**src/rtl/fifo_wr.sv**
```systemverilog
// fifo_wr: writes one incrementing burst into a FIFO each time its read side reports empty.
// Define FIFO_WR_STAT_EN to build the burst_cnt statistics port and counter.
module fifo_wr #(
  parameter logic [7:0] DATA_START    = 8'd0,
  parameter logic [3:0] SETTLE_CYCLES = 4'd10
) (
  input  logic        wr_clk,
  input  logic        sys_rst_n,
  input  logic        wr_rst_busy,
  input  logic        empty,
  input  logic        almost_full,
  output logic        fifo_wr_en,
  output logic [7:0]  fifo_wr_data,
`ifdef FIFO_WR_STAT_EN
  output logic [15:0] burst_cnt,
`endif
  output logic [1:0]  fsm_state
);

  // Handshake: fifo_wr_en is a valid with no ready; every cycle it is high is one write of
  // fifo_wr_data. almost_full is the only back-pressure: the write at which it is sampled
  // still completes, and fifo_wr_en drops from the following cycle.

  typedef enum logic [1:0] {
    IDLE   = 2'd0,
    SETTLE = 2'd1,
    WRITE  = 2'd2,
    DONE   = 2'd3
  } state_t;

  state_t     state, state_nxt;
  logic [3:0] settle_cnt, settle_cnt_nxt;
  logic       wr_en_nxt;
  logic [7:0] wr_data_nxt;
  logic       empty_d0, empty_d1;
  // Set after each completed burst; cleared once empty_d1 is seen low, so a stale empty
  // left over from the previous burst cannot start another one.
  logic       stale_lock, stale_lock_nxt;

  assign fsm_state = state;

  always_comb begin
    state_nxt      = state;
    settle_cnt_nxt = settle_cnt;
    wr_en_nxt      = fifo_wr_en;
    wr_data_nxt    = fifo_wr_data;
    stale_lock_nxt = stale_lock;

    if (fifo_wr_en) wr_data_nxt = fifo_wr_data + 8'd1;
    if (!empty_d1)  stale_lock_nxt = 1'b0;

    case (state)
      IDLE: begin
        wr_en_nxt = 1'b0;
        if (empty_d1 && !stale_lock) begin
          state_nxt      = SETTLE;
          settle_cnt_nxt = 4'd0;
        end
      end
      SETTLE: begin
        settle_cnt_nxt = settle_cnt + 4'd1;
        if (settle_cnt == SETTLE_CYCLES - 4'd1) begin
          state_nxt      = WRITE;
          settle_cnt_nxt = 4'd0;
          wr_en_nxt      = 1'b1;
        end
      end
      WRITE: begin
        wr_en_nxt = 1'b1;
        if (almost_full && fifo_wr_en) begin
          wr_en_nxt = 1'b0;
          state_nxt = DONE;
        end
      end
      DONE: begin
        wr_en_nxt      = 1'b0;
        state_nxt      = IDLE;
        wr_data_nxt    = DATA_START;
        stale_lock_nxt = 1'b1;
      end
      default: state_nxt = IDLE;
    endcase

    // Write-side reset of the FIFO overrides everything, including a pending almost_full.
    if (wr_rst_busy) begin
      state_nxt      = IDLE;
      settle_cnt_nxt = 4'd0;
      wr_en_nxt      = 1'b0;
      wr_data_nxt    = DATA_START;
    end
  end

  always_ff @(posedge wr_clk or negedge sys_rst_n) begin
    if (!sys_rst_n) begin
      state        <= IDLE;
      settle_cnt   <= 4'd0;
      fifo_wr_en   <= 1'b0;
      fifo_wr_data <= DATA_START;
      empty_d0     <= 1'b0;
      empty_d1     <= 1'b0;
      stale_lock   <= 1'b0;
    end else begin
      state        <= state_nxt;
      settle_cnt   <= settle_cnt_nxt;
      fifo_wr_en   <= wr_en_nxt;
      fifo_wr_data <= wr_data_nxt;
      empty_d0     <= empty;
      empty_d1     <= empty_d0;
      stale_lock   <= stale_lock_nxt;
    end
  end

`ifdef FIFO_WR_STAT_EN
  logic burst_done;

  assign burst_done = (state == WRITE) && almost_full && fifo_wr_en && !wr_rst_busy;

  always_ff @(posedge wr_clk or negedge sys_rst_n) begin
    if (!sys_rst_n) begin
      burst_cnt <= 16'd0;
    end else if (burst_done && (burst_cnt != 16'hFFFF)) begin
      burst_cnt <= burst_cnt + 16'd1;
    end
  end
`endif

endmodule

```
**config.mk**
```make
export PLATFORM = sky130hd
export DESIGN_NAME = fifo_wr
export DESIGN_NICKNAME = d
export VERILOG_FILES = /design/src/rtl/fifo_wr.sv
export SDC_FILE = /design/constraint.sdc
export NUM_CORES = 1
export LEC_CHECK = 0
export CAP_MARGIN = 20
export CORE_UTILIZATION = 46
export DETAILED_ROUTE_END_ITERATION = 16
export GPL_TIMING_DRIVEN = 0
export HOLD_SLACK_MARGIN = 0.05
export PLACE_DENSITY = 0.82
export SETUP_SLACK_MARGIN = 0.02
export SLEW_MARGIN = 20
export SYNTH_ARGS = -nofsm -noshare
export SYNTH_HDL_FRONTEND = slang
export SYNTH_SLANG_ARGS = --single-unit
```
**constraint.sdc**
```tcl
create_clock -name wr_clk -period 1.58 [get_ports wr_clk]
set_clock_uncertainty 0.2 [all_clocks]
set_input_delay 0.237 -clock wr_clk [delete_from_list [all_inputs] [get_ports wr_clk]]
set_output_delay 0.237 -clock wr_clk [all_outputs]
set_load 0.02 [all_outputs]
```
## Word-level counts from Yosys, hierarchy flattened

Index checks and enable logic that the tools add are counted.

| word-level totals | value |
|---|---|
| flip-flop bits (word level) | 18 |
| bits of input ports | 5 |
| output and inout port bits | 11 |
| word-level logic and storage cells | 44 |

| cells by class | value |
|---|---|
| add/sub/neg operators | 2 |
| eq/ne operators | 8 |
| multiplexer cells | 18 |
| reduce and logical (&&, ||, !) cells | 9 |

Operators by type and width:

| kind | count |
|---|---|
| $mux 8 | 3 |
| $mux 4 | 3 |
| $ne 3x3->1 const B | 3 |
| $add 8x1->8 const B | 1 |
| $mux 2 | 4 |
| $pmux 2 s4 | 1 |
| $pmux 4 s2 | 1 |
| $reduce_bool 3->1 | 2 |
| $mux 1 | 5 |
| $add 4x1->4 const B | 1 |
| $eq 2x2->1 const B | 2 |
| $eq 4x4->1 const B | 1 |
| $pmux 1 s3 | 1 |
| $reduce_and 3->1 | 1 |
| $eq 2x1->1 const B | 1 |
| $logic_and 1x1->1 | 2 |
| $logic_not 2->1 | 1 |
| $ne 2x1->1 const B | 1 |
| $reduce_and 2->1 | 1 |
| $reduce_or 2->1 | 1 |
| $logic_not 1->1 | 1 |

## Depth between registers and ports, before layout

Gate-level depths: netlist (run 1).

| depth | value |
|---|---|
| depth in word-level cells | 5 |
| depth in mapped cells | 5 |
| gate-level depth less buffers | 5 |

## Worst setup path before layout (run 1)

Ideal clock, no wire load.

| path | value |
|---|---|
| path kind | register to register |
| start point | reg state[1] (netlist: fsm_state[1]) |
| end point | reg state[0] (netlist: fsm_state[0]) |
| setup time | 0.079 ns |
| arrival | 1.633 ns |
| required time | 1.301 ns |
| path slack | -0.333 ns |
| stages on the path, launching flop included | 6 |
| path buffers | 0 |
| period minus slack after synthesis | 1.913 ns |
| cell sequence | dfrtp_1 inv_1 ha_1 nor2b_2 a222oi_1 mux2i_1 |

| on the way | value |
|---|---|
| longest elaborated chain between the ends | 3 |
| elaborated cells on any way between the ends | 10 |
| classes of those cells | 6 x eq/ne; 2 x mux; 2 x reduce/logical |

RTL lines:

| element | RTL line | RTL |
|---|---|---|
| start, declared | 31 | `state_t state, state_nxt;` |
| start signal, assigned | 103 | `state <= state_nxt;` |
| $eq 2x2->1, or another cell as far along | 52 | `case (state)` |
| $pmux 2 s4 or $ne 3x3->1 (tied branches) | n/a |  |
| $mux 2 or $reduce_and 3->1 (tied branches) | n/a |  |

Several ways; a longest one is shown, not always the timed one.
A chain may end at the register's enable or synchronous reset.

## Worst setup path in the final report (run 1)

| path | value |
|---|---|
| start point | reg state[1] (netlist: fsm_state[1]) |
| end point | reg state[1] (netlist: fsm_state[1]) |

The elaborated chain is that of the path after synthesis.

==> metrics, run 1 <==
die height a little under 50 um; R2R cell count 6; Hold Crit Class flip-flop to flip-flop; endpoints failing setup 7; Power, Total around 1800 uW; Worst-Skew Late Latency about 0.3 ns; CTS tree yes; first-pass GRT wire length 3.408 mm; met3 usage 0.04088; area growth from synthesis to layout 37.39%; Setup crit end kind flip-flop; Fmax achieved 0.5478 GHz; final period utilization 1.155; #FFs+latches synth 18; Die Footprint approximately 2400 um2; CTS clk-pin slew, worst paths roughly 0.1 ns; vias slightly above 800; CP Class flip-flop to flip-flop; Slew headroom 0.4693; GRT Total Usage 0.1863; Avg Vias per Cell around 5.5; Max-cap violations 0; row count 16; Min Clock Period, post-route 1.825 ns; status finished, violations left; GRT Max-Usage Layer met2; Post-synth EDFFs 0; initial antenna violation count 0; clk sinks 18; combinational family with the most area after synthesis simple AND/OR/NAND/NOR gates; 1st-pass router iterations 4; Core Box Area 2002 um2; DP Area 1217 um2; CTS max path bufs 2; Worst Path Max Fanout 4; WL per Instance 14.29 um; most frequent cells in the layout dfrtp_1 (12), buf_4 (11), dfrtp_2 (6); Post-DP HPWL about 1.3 mm; CTS H-tree lvls 1; failing checks setup timing; P_leak 0.0006562 uW; Final Hold Viols 0; cell area after synthesis between 900 and 1000 um2; vias in the first global route 777; post-synth cell types 33; drt drc 0; grt ovf 0; GRT met1 Usage 0.2133; Hold EP empty_d1$_DFF_PN0_; Reg area around 460 um2; Hold Startpoint empty_d0$_DFF_PN0_; area of the multi-input gates about 590 um2; cell count after synthesis 91; Worst setup SP type flip-flop; Slew Limit Fails 0; post-synthesis xor/xnor area fraction 0.03513; dominant synthesized flop cell dfrtp_1; ys async rst share 1.000; r2r startpoint fsm_state[1]$_DFFE_PN0P_; CP required 1.60 ns; num ports 16; commonest non-fill, non-tap cell in the layout dfrtp_1; pwr/cell area roughly 1300 nW/um2; synth top area cells dfrtp_1 (45%), ha_1 (10%), mux2i_1 (4.0%), xor2_1 (2.6%), nand2b_1 (2.5%); share of cells above drive strength 1 0.3719; Syn. warnings 0; # fillers 150; hold depth 0; final worst setup slack -0.2453 ns; chip width 48.56 um; worst slew pin tran approximately 0.79 ns; register area share after synthesis 0.4517; mux cell area share after synthesis 0.05144; Mapped Nets 104; Syn Area/Cell approximately 11 um2; flop2flop setup slack -0.25 ns; final instance area 1370 um2; met2 usage in global routing 0.3357; Total Neg Setup Slack -0.8536 ns; synthesized-area fraction occupied by and/or/nand/nor cells 0.2171; CTS Buf Count 3; Post-Synth Adder-Cell Area 0.1004; DRT iter0 DRCs 33; post-synth top area share 0.4517; worst hold slack 0.1669 ns; Synth Area in Compound Gates 0.1066; Crit path arrival time between 1.5 and 2 ns; Synth area leader dfrtp_1; final RePlAce weighted congestion just under 0.8; maximum VDD drop between 0.9 and 1 mV; nets 135; unrepaired setup endpoints after global routing yes; Ant. Diodes 0; largest net degree at the start of global routing 19; # port buffers 15; drt total wl 2.115 mm; Starting Density 0.4981; CTS Root Cell clkbuf_4; hold buffers post-CTS 0; number of routed nets with antenna violations 0; reg2reg end fsm_state[1]$_DFFE_PN0P_
[metrics by stage]
step                        util  setup slack, ns  std cells
final                     0.6844          -0.2453        148
after global routing      0.6844          -0.3277        148
after CTS                 0.6575          -0.1817        143
after detailed placement  0.6081          -0.4481        133
after global placement    0.6081          -0.4458        133
after floorplan                -          -0.1943         91
[worst max path at each step]
stage | from | endpoint | slack (ns)
after floorplan | fsm_state[1]$_DFFE_PN0P_ | fsm_state[0]$_DFFE_PN0P_ | -0.19
after CTS | fsm_state[1]$_DFFE_PN0P_ | fsm_state[1]$_DFFE_PN0P_ | -0.18
after global placement | wr_rst_busy | fsm_state[1]$_DFFE_PN0P_ | -0.45
after detailed placement | wr_rst_busy | fsm_state[1]$_DFFE_PN0P_ | -0.45
after global routing | fsm_state[1]$_DFFE_PN0P_ | fsm_state[1]$_DFFE_PN0P_ | -0.33
final | fsm_state[1]$_DFFE_PN0P_ | fsm_state[1]$_DFFE_PN0P_ | -0.25
[final cells by class]
class,count,area share
clock buffer,4,0.02648
tap,27,0.02466
timing repair buffer,27,0.1589
inverter,6,0.02009
multi-input combinational,65,0.4274
sequential,18,0.3342
buffer,1,0.008219
[power by group]
group / switching [uW] / internal, uW / total, uW
clock: 151 / 141 / 292
sequential: 83.5 / 535 / 618
combinational: 437 / 480 / 917
[kinds of logic (layout without fill, tap and decap cells)]
kind of cell | count (synthesis) | in the layout
adder cells (fa/ha/maj) | 8 | 8
flip-flops | 18 | 18
AO/OA/AOI/OAI | 15 | 15
buffers and inverters | 8 | 38
AND/OR/NAND/NOR | 33 | 33
multiplexers | 5 | 5
XOR/XNOR | 4 | 4
[worst max-delay path, stage by stage (launching register included)]
cell and delay (ns):
dfrtp_2 0.43, inv_4 0.07, ha_4 0.17, nor2b_4 0.13, a222oi_1 0.36, buf_4 0.19
mux2i_1 0.19
[cell usage after synthesis (2+ instances only)]
library cell  number
nor2b_1            3
ha_1               8
nand2b_1           4
inv_1              6
a21oi_1            2
nand3_1            3
dfrtp_1           18
nand2_1            5
nand4_1            3
o21ai_0            4
or3_1              3
nor2_1             6
xor2_1             3
mux2i_1            4
[repair_timing]
item | CTS | global route
pin swaps | 1 | 2
gates cloned | 0 | 0
endpoints found under the setup margin | 26 | 19
gates resized for setup | 25 | 10
buffers inserted | 7 | 5
[state kept, by name (all words and copies together) (netlist names)]
name,cells
fifo_wr_en,1
settle_cnt,4
stale_lock,1
fifo_wr_data,8
empty_d0,1
fsm_state,2
empty_d1,1
[metal layers]
layer  vias up  routed length (um)
met4         0                  49
met2        18                1122
met3         7                  62
met1       402                 880
met5         -                   0
li1        383                   -
No activity file was read; power rests on OpenSTA's default activity.
==> run 2, diff against run 1 <==
--- a/config.mk
+++ b/config.mk
@@ -6,11 +6,11 @@
 export NUM_CORES = 1
 export LEC_CHECK = 0
 export CAP_MARGIN = 20
-export CORE_UTILIZATION = 46
+export CORE_UTILIZATION = 51
 export DETAILED_ROUTE_END_ITERATION = 16
 export GPL_TIMING_DRIVEN = 0
 export HOLD_SLACK_MARGIN = 0.05
-export PLACE_DENSITY = 0.82
+export PLACE_DENSITY = 0.86
 export SETUP_SLACK_MARGIN = 0.02
 export SLEW_MARGIN = 20
 export SYNTH_ARGS = -nofsm -noshare
==> constraint.sdc (replaced) <==
create_clock -name wr_clk -period 1.7 [get_ports wr_clk]
set_clock_uncertainty 0.2 [all_clocks]
set_input_delay 0.255 -clock wr_clk [delete_from_list [all_inputs] [get_ports wr_clk]]
set_output_delay 0.255 -clock wr_clk [all_outputs]
set_load 0.02 [all_outputs]
==> metrics, run 2 (synthesis results as in run 1) <==
share of cells above drive strength 1 0.3279; flop2flop setup slack -0.24 ns; Final Hold Viols 0; Avg Vias per Cell roughly 5.6; endpoints failing setup 4; Core Box Area around 1800 um2; Fmax achieved 0.5144 GHz; commonest non-fill, non-tap cell in the layout dfrtp_1; Starting Density 0.5593; CP Class flip-flop to flip-flop; Slowest-stage cell, CP dfrtp_2; WL per Instance approximately 16 um; CTS clk-pin slew, worst paths around 0.11 ns; Slew Limit Fails 0; largest net degree at the start of global routing 19; area growth from synthesis to layout 39.77%; final RePlAce weighted congestion 0.8112; Slew headroom 0.4542; Crit path largest cell delay between 0.4 and 0.5 ns; Crit path arrival time just under 2 ns; final period utilization 1.144; P_leak approximately 0.00069 uW; number of routed nets with antenna violations 0; 1st-pass router iterations 4; maximum VDD drop 0.8907 mV; r2r startpoint fsm_state[1]$_DFFE_PN0P_; Die Footprint 2136 um2; unrepaired setup endpoints after global routing yes; Worst setup SP type flip-flop; Buf/Inv on CP 2; DP Area approximately 1200 um2; Ant. Diodes 0; drt drc 0; Setup crit end kind flip-flop; R2R cell count 6; grt ovf 0; vias in the first global route 755; GRT Total Usage 0.2139; worst slew pin tran a little over 0.8 ns; CTS Root Cell clkbuf_4; first-pass GRT wire length ~3.2 mm; Max-cap violations 0; status finished, violations left; cell breakdown of the critical path inv_4, ha_4, nor2b_4, a222oi_1, buf_4, mux2i_4; die height roughly 46 um; Post-DP HPWL about 1.4 mm; row count 15; fin util 0.7818; Hold Crit Class flip-flop to flip-flop; final instance area 1394 um2; CTS tree yes; final worst setup slack -0.2441 ns; CP required approximately 1.7 ns; Largest Register fifo_wr_data; Worst-Skew Late Latency 0.29 ns; Hold EP empty_d1$_DFF_PN0_; CTS H-tree lvls 1; Hold Startpoint empty_d0$_DFF_PN0_; num ports 16; nets about 140; clk sinks 18; max reg flops 8; CTS Buf Count 3; Worst Path Max Fanout 4; Min Clock Period, post-route just under 2 ns; hold depth 0; # port buffers 15; initial antenna violation count 0; worst setup slack after placement -0.4355 ns; vias between 800 and 900; reg2reg end fsm_state[1]$_DFFE_PN0P_; chip width between 40 and 50 um; DRT iter0 DRCs 16; drt total wl ~2.3 mm; most frequent cells in the layout dfrtp_1 (16), buf_4 (13), dlygate4sd2_1 (10); pwr/cell area 1209 nW/um2; # fillers about 110; cell family with most CP delay flip-flops; CTS max path bufs 2; failing checks setup timing
[run 2: cell types whose count changed in the layout (fill, tap and decap cells not counted), sizes merged]
cell,before,now
clkdlybuf4s15,2,1
buf,15,14
clkbuf,6,4
dlygate4sd2,5,10
[run 2: repair_timing]
item / 4_1_cts / 5_1_grt
hold buffers: 0 / 0
endpoints found under the setup margin: 17 / 13
pin swaps: 3 / 2
resized for setup: 22 / 6
setup buffers: 8 / 5
[run 2: worst max path at each step]
stage / from / endpoint / slack (ns) / cells past startpoint
4_1_cts: fsm_state[1]$_DFFE_PN0P_ / fsm_state[1]$_DFFE_PN0P_ / -0.11 / 6
3_3_place_gp: wr_rst_busy / fsm_state[1]$_DFFE_PN0P_ / -0.35 / 4
3_5_place_dp: wr_rst_busy / fsm_state[1]$_DFFE_PN0P_ / -0.44 / 4
5_1_grt: fsm_state[1]$_DFFE_PN0P_ / fsm_state[1]$_DFFE_PN0P_ / -0.29 / 6
2_1_floorplan: fsm_state[1]$_DFFE_PN0P_ / fsm_state[0]$_DFFE_PN0P_ / -0.07 / 5
6_report: fsm_state[1]$_DFFE_PN0P_ / fsm_state[1]$_DFFE_PN0P_ / -0.24 / 6
[run 2: through the flow]
step | setup TNS [ns] | std cells | hold WS (ns) | power (uW)
after floorplan | -0.2813 | 91 | -0.2406 | 979.4
after global placement | -1.830 | 131 | 0.1394 | 1140
after detailed placement | -2.251 | 131 | 0.1436 | 1162
after CTS | -0.1740 | 143 | 0.1684 | 1542
after global routing | -0.8486 | 147 | 0.1763 | 1784
final | -0.5545 | 147 | 0.1663 | 1685
[run 2: layer usage]
| layer | wire length, um | part of all wire | track usage |
|---|---|---|---|
| met1 | 947 | 0.41 | 0.2840 |
| met2 | 1213 | 0.53 | 0.3493 |
| met3 | 85 | 0.037 | 0.05098 |
| met4 | 41 | 0.018 | 0.05294 |
| met5 | 0 | 0 | 0 |
[run 2: power breakdown]
| group | total (uW) | leakage (uW) | internal [uW] | switching [uW] |
|---|---|---|---|---|
| Sequential | 565 | 0.000239 | 493 | 72.4 |
| Combinational | 851 | 0.000426 | 439 | 412 |
| Clock | 269 | 0.0000210 | 130 | 138 |
[run 2: area by class of cell]
cell class                      count  area (um2)  share of cell area
Tap cell                           25       31.28             0.02244
Buffer                              1       11.26            0.008079
Inverter                            6       27.53             0.01975
Clock buffer                        4       36.28             0.02603
Multi-Input combinational cell     65       599.3              0.4300
Sequential cell                    18       452.9              0.3250
Timing Repair Buffer               28       235.2              0.1688
==> run 3, diff against run 2 <==
--- a/config.mk
+++ b/config.mk
@@ -7,11 +7,13 @@
 export LEC_CHECK = 0
 export CAP_MARGIN = 20
 export CORE_UTILIZATION = 51
+export CTS_CLUSTER_DIAMETER = 100
 export DETAILED_ROUTE_END_ITERATION = 16
 export GPL_TIMING_DRIVEN = 0
 export HOLD_SLACK_MARGIN = 0.05
-export PLACE_DENSITY = 0.86
+export PLACE_DENSITY = 0.85
 export SETUP_SLACK_MARGIN = 0.02
+export SKIP_LAST_GASP = 1
 export SLEW_MARGIN = 20
 export SYNTH_ARGS = -nofsm -noshare
 export SYNTH_HDL_FRONTEND = slang
==> metrics, run 3 (synthesis results as in run 1) <==
drt total wl approximately 2.0 mm; commonest non-fill, non-tap cell in the layout dfrtp_1; Buf/Inv on CP 2; most frequent cells in the layout dfrtp_1 (16), dlygate4sd2_1 (11), buf_4 (10); P_leak between 0.0006 and 0.0007 uW; row count 15; Slew Limit Fails 0; Crit path largest cell delay 0.44 ns; Slew headroom 0.4694; largest net degree at the start of global routing 19; cell family with most CP delay flip-flops; Post-DP HPWL around 1.4 mm; Avg Vias per Cell ~5.4; Die Footprint between 2000 and 2500 um2; WL per Instance between 10 and 15 um; share of cells above drive strength 1 0.3277; final RePlAce weighted congestion 0.8053; nets ~130; clk sinks 18; fin cells 144; CTS clk-pin slew, worst paths 0.11 ns; area growth from synthesis to layout 37.89%; max reg flops 8; cell breakdown of the critical path inv_4, ha_4, nor2b_4, a222oi_1, buf_4, mux2i_2; clock power share 0.166; CTS tree yes; Setup crit end kind flip-flop; NetSw between 500 and 600 uW; sw frac 0.3652; CP required about 1.7 ns; 1st-pass router iterations 4; initial antenna violation count 0; Core Box Area approximately 1800 um2; # port buffers 15; Placed Instances roughly 130; # fillers 118; vias 772; failing checks setup timing; number of routed nets with antenna violations 0; worst slew pin tran 0.7934 ns; final worst setup slack -0.2144 ns; Internal ~1000 uW; Fmax achieved between 0.5 and 0.6 GHz; DRT iter0 DRCs 7; grt ovf 0; Max-cap violations 0; GRT Total Usage 0.2201; Total Neg Setup Slack -0.4293 ns; Worst Path Max Fanout 4; CP Class flip-flop to flip-flop; unrepaired setup endpoints after global routing yes; Hold Crit Class flip-flop to flip-flop; Worst-Skew Late Latency approximately 0.30 ns; Final Hold Viols 0; final period utilization 1.126; Ant. Diodes 0; die height approximately 46 um; num ports 16; Largest Register fifo_wr_data; CTS Root Cell clkbuf_4; CTS H-tree lvls 1; Logic pwr share 0.473; first-pass GRT wire length about 3.2 mm; Worst setup SP type flip-flop; maximum VDD drop 0.8129 mV; CTS Buf Count 3; vias in the first global route 722; Min Clock Period, post-route 1.914 ns; Starting Density 0.5593; status finished, violations left; sequential power share 0.361; chip width between 40 and 50 um; Crit path arrival time slightly below 2 ns; pwr/cell area 1171 nW/um2; Slowest-stage cell, CP dfrtp_2; CTS max path bufs 2; drt drc 0; endpoints failing setup 4
run 3: final timing paths:
check	endpoint	cells past startpoint	startpoint	slack (ns)
max in group asynchronous	fsm_state[1]$_DFFE_PN0P_	1	sys_rst_n	0.55
min reg2reg	empty_d1$_DFF_PN0_	0	empty_d0$_DFF_PN0_	0.17
min	empty_d1$_DFF_PN0_	0	empty_d0$_DFF_PN0_	0.17
min in group asynchronous	settle_cnt[2]$_DFFE_PN0P_	1	sys_rst_n	0.21
max reg2reg	fsm_state[1]$_DFFE_PN0P_	6	fsm_state[1]$_DFFE_PN0P_	-0.21
max	fsm_state[1]$_DFFE_PN0P_	6	fsm_state[1]$_DFFE_PN0P_	-0.21
run 3: repair_timing:
item | 4_1_cts | 5_1_grt
resized for setup | 22 | 4
endpoints found under the setup margin | 17 | 9
pin swaps | 4 | 2
setup buffers | 5 | 5
hold buffers | 0 | 0
run 3: layout make-up:
type | count | area (um2) | share of cell area
tap | 25 | 31.28 | 0.02275
timing repair buffer | 25 | 211.5 | 0.1538
buffer | 1 | 11.26 | 0.008189
inverter | 6 | 27.53 | 0.02002
multi-input combinational | 65 | 604.3 | 0.4395
sequential | 18 | 452.9 | 0.3294
clock buffer | 4 | 36.28 | 0.02639
run 3: per-layer routing:
metal / vias up / track usage / routed length, um
li1: 379 / - / -
met4: 0 / 0.1059 / 38
met2: 11 / 0.3831 / 996
met5: - / 0 / 0
met3: 5 / 0.03529 / 43
met1: 377 / 0.2604 / 947
run 3: power by group through the flow:
stage	logic, uW	registers (uW)	clock network, uW
after floorplan	358	621	0
after global placement	559	578	0
after detailed placement	581	581	0
after CTS	664	577	270
after global routing	830	593	292
final	762	582	267
run 3: per-stage QoR:
step                worst slack (ns)  utilization  power, uW  cell area [um2]  hold WS, ns
CTS                         -0.06939       0.7425       1511             1324       0.1707
global placement             -0.3484       0.6793       1136             1211       0.1423
finish                       -0.2144       0.7712       1610             1375       0.1679
detailed placement           -0.4269       0.6793       1161             1211       0.1465
global route                 -0.2877       0.7712       1715             1375       0.1853
floorplan                   -0.07430            -      979.4             1030      -0.2406
run 3: worst register-to-register path, stage by stage (launching register included):
cell and delay [ns]:
dfrtp_2 0.44, inv_4 0.07, ha_4 0.16, nor2b_4 0.12, a222oi_1 0.42, buf_4 0.22
mux2i_2 0.21
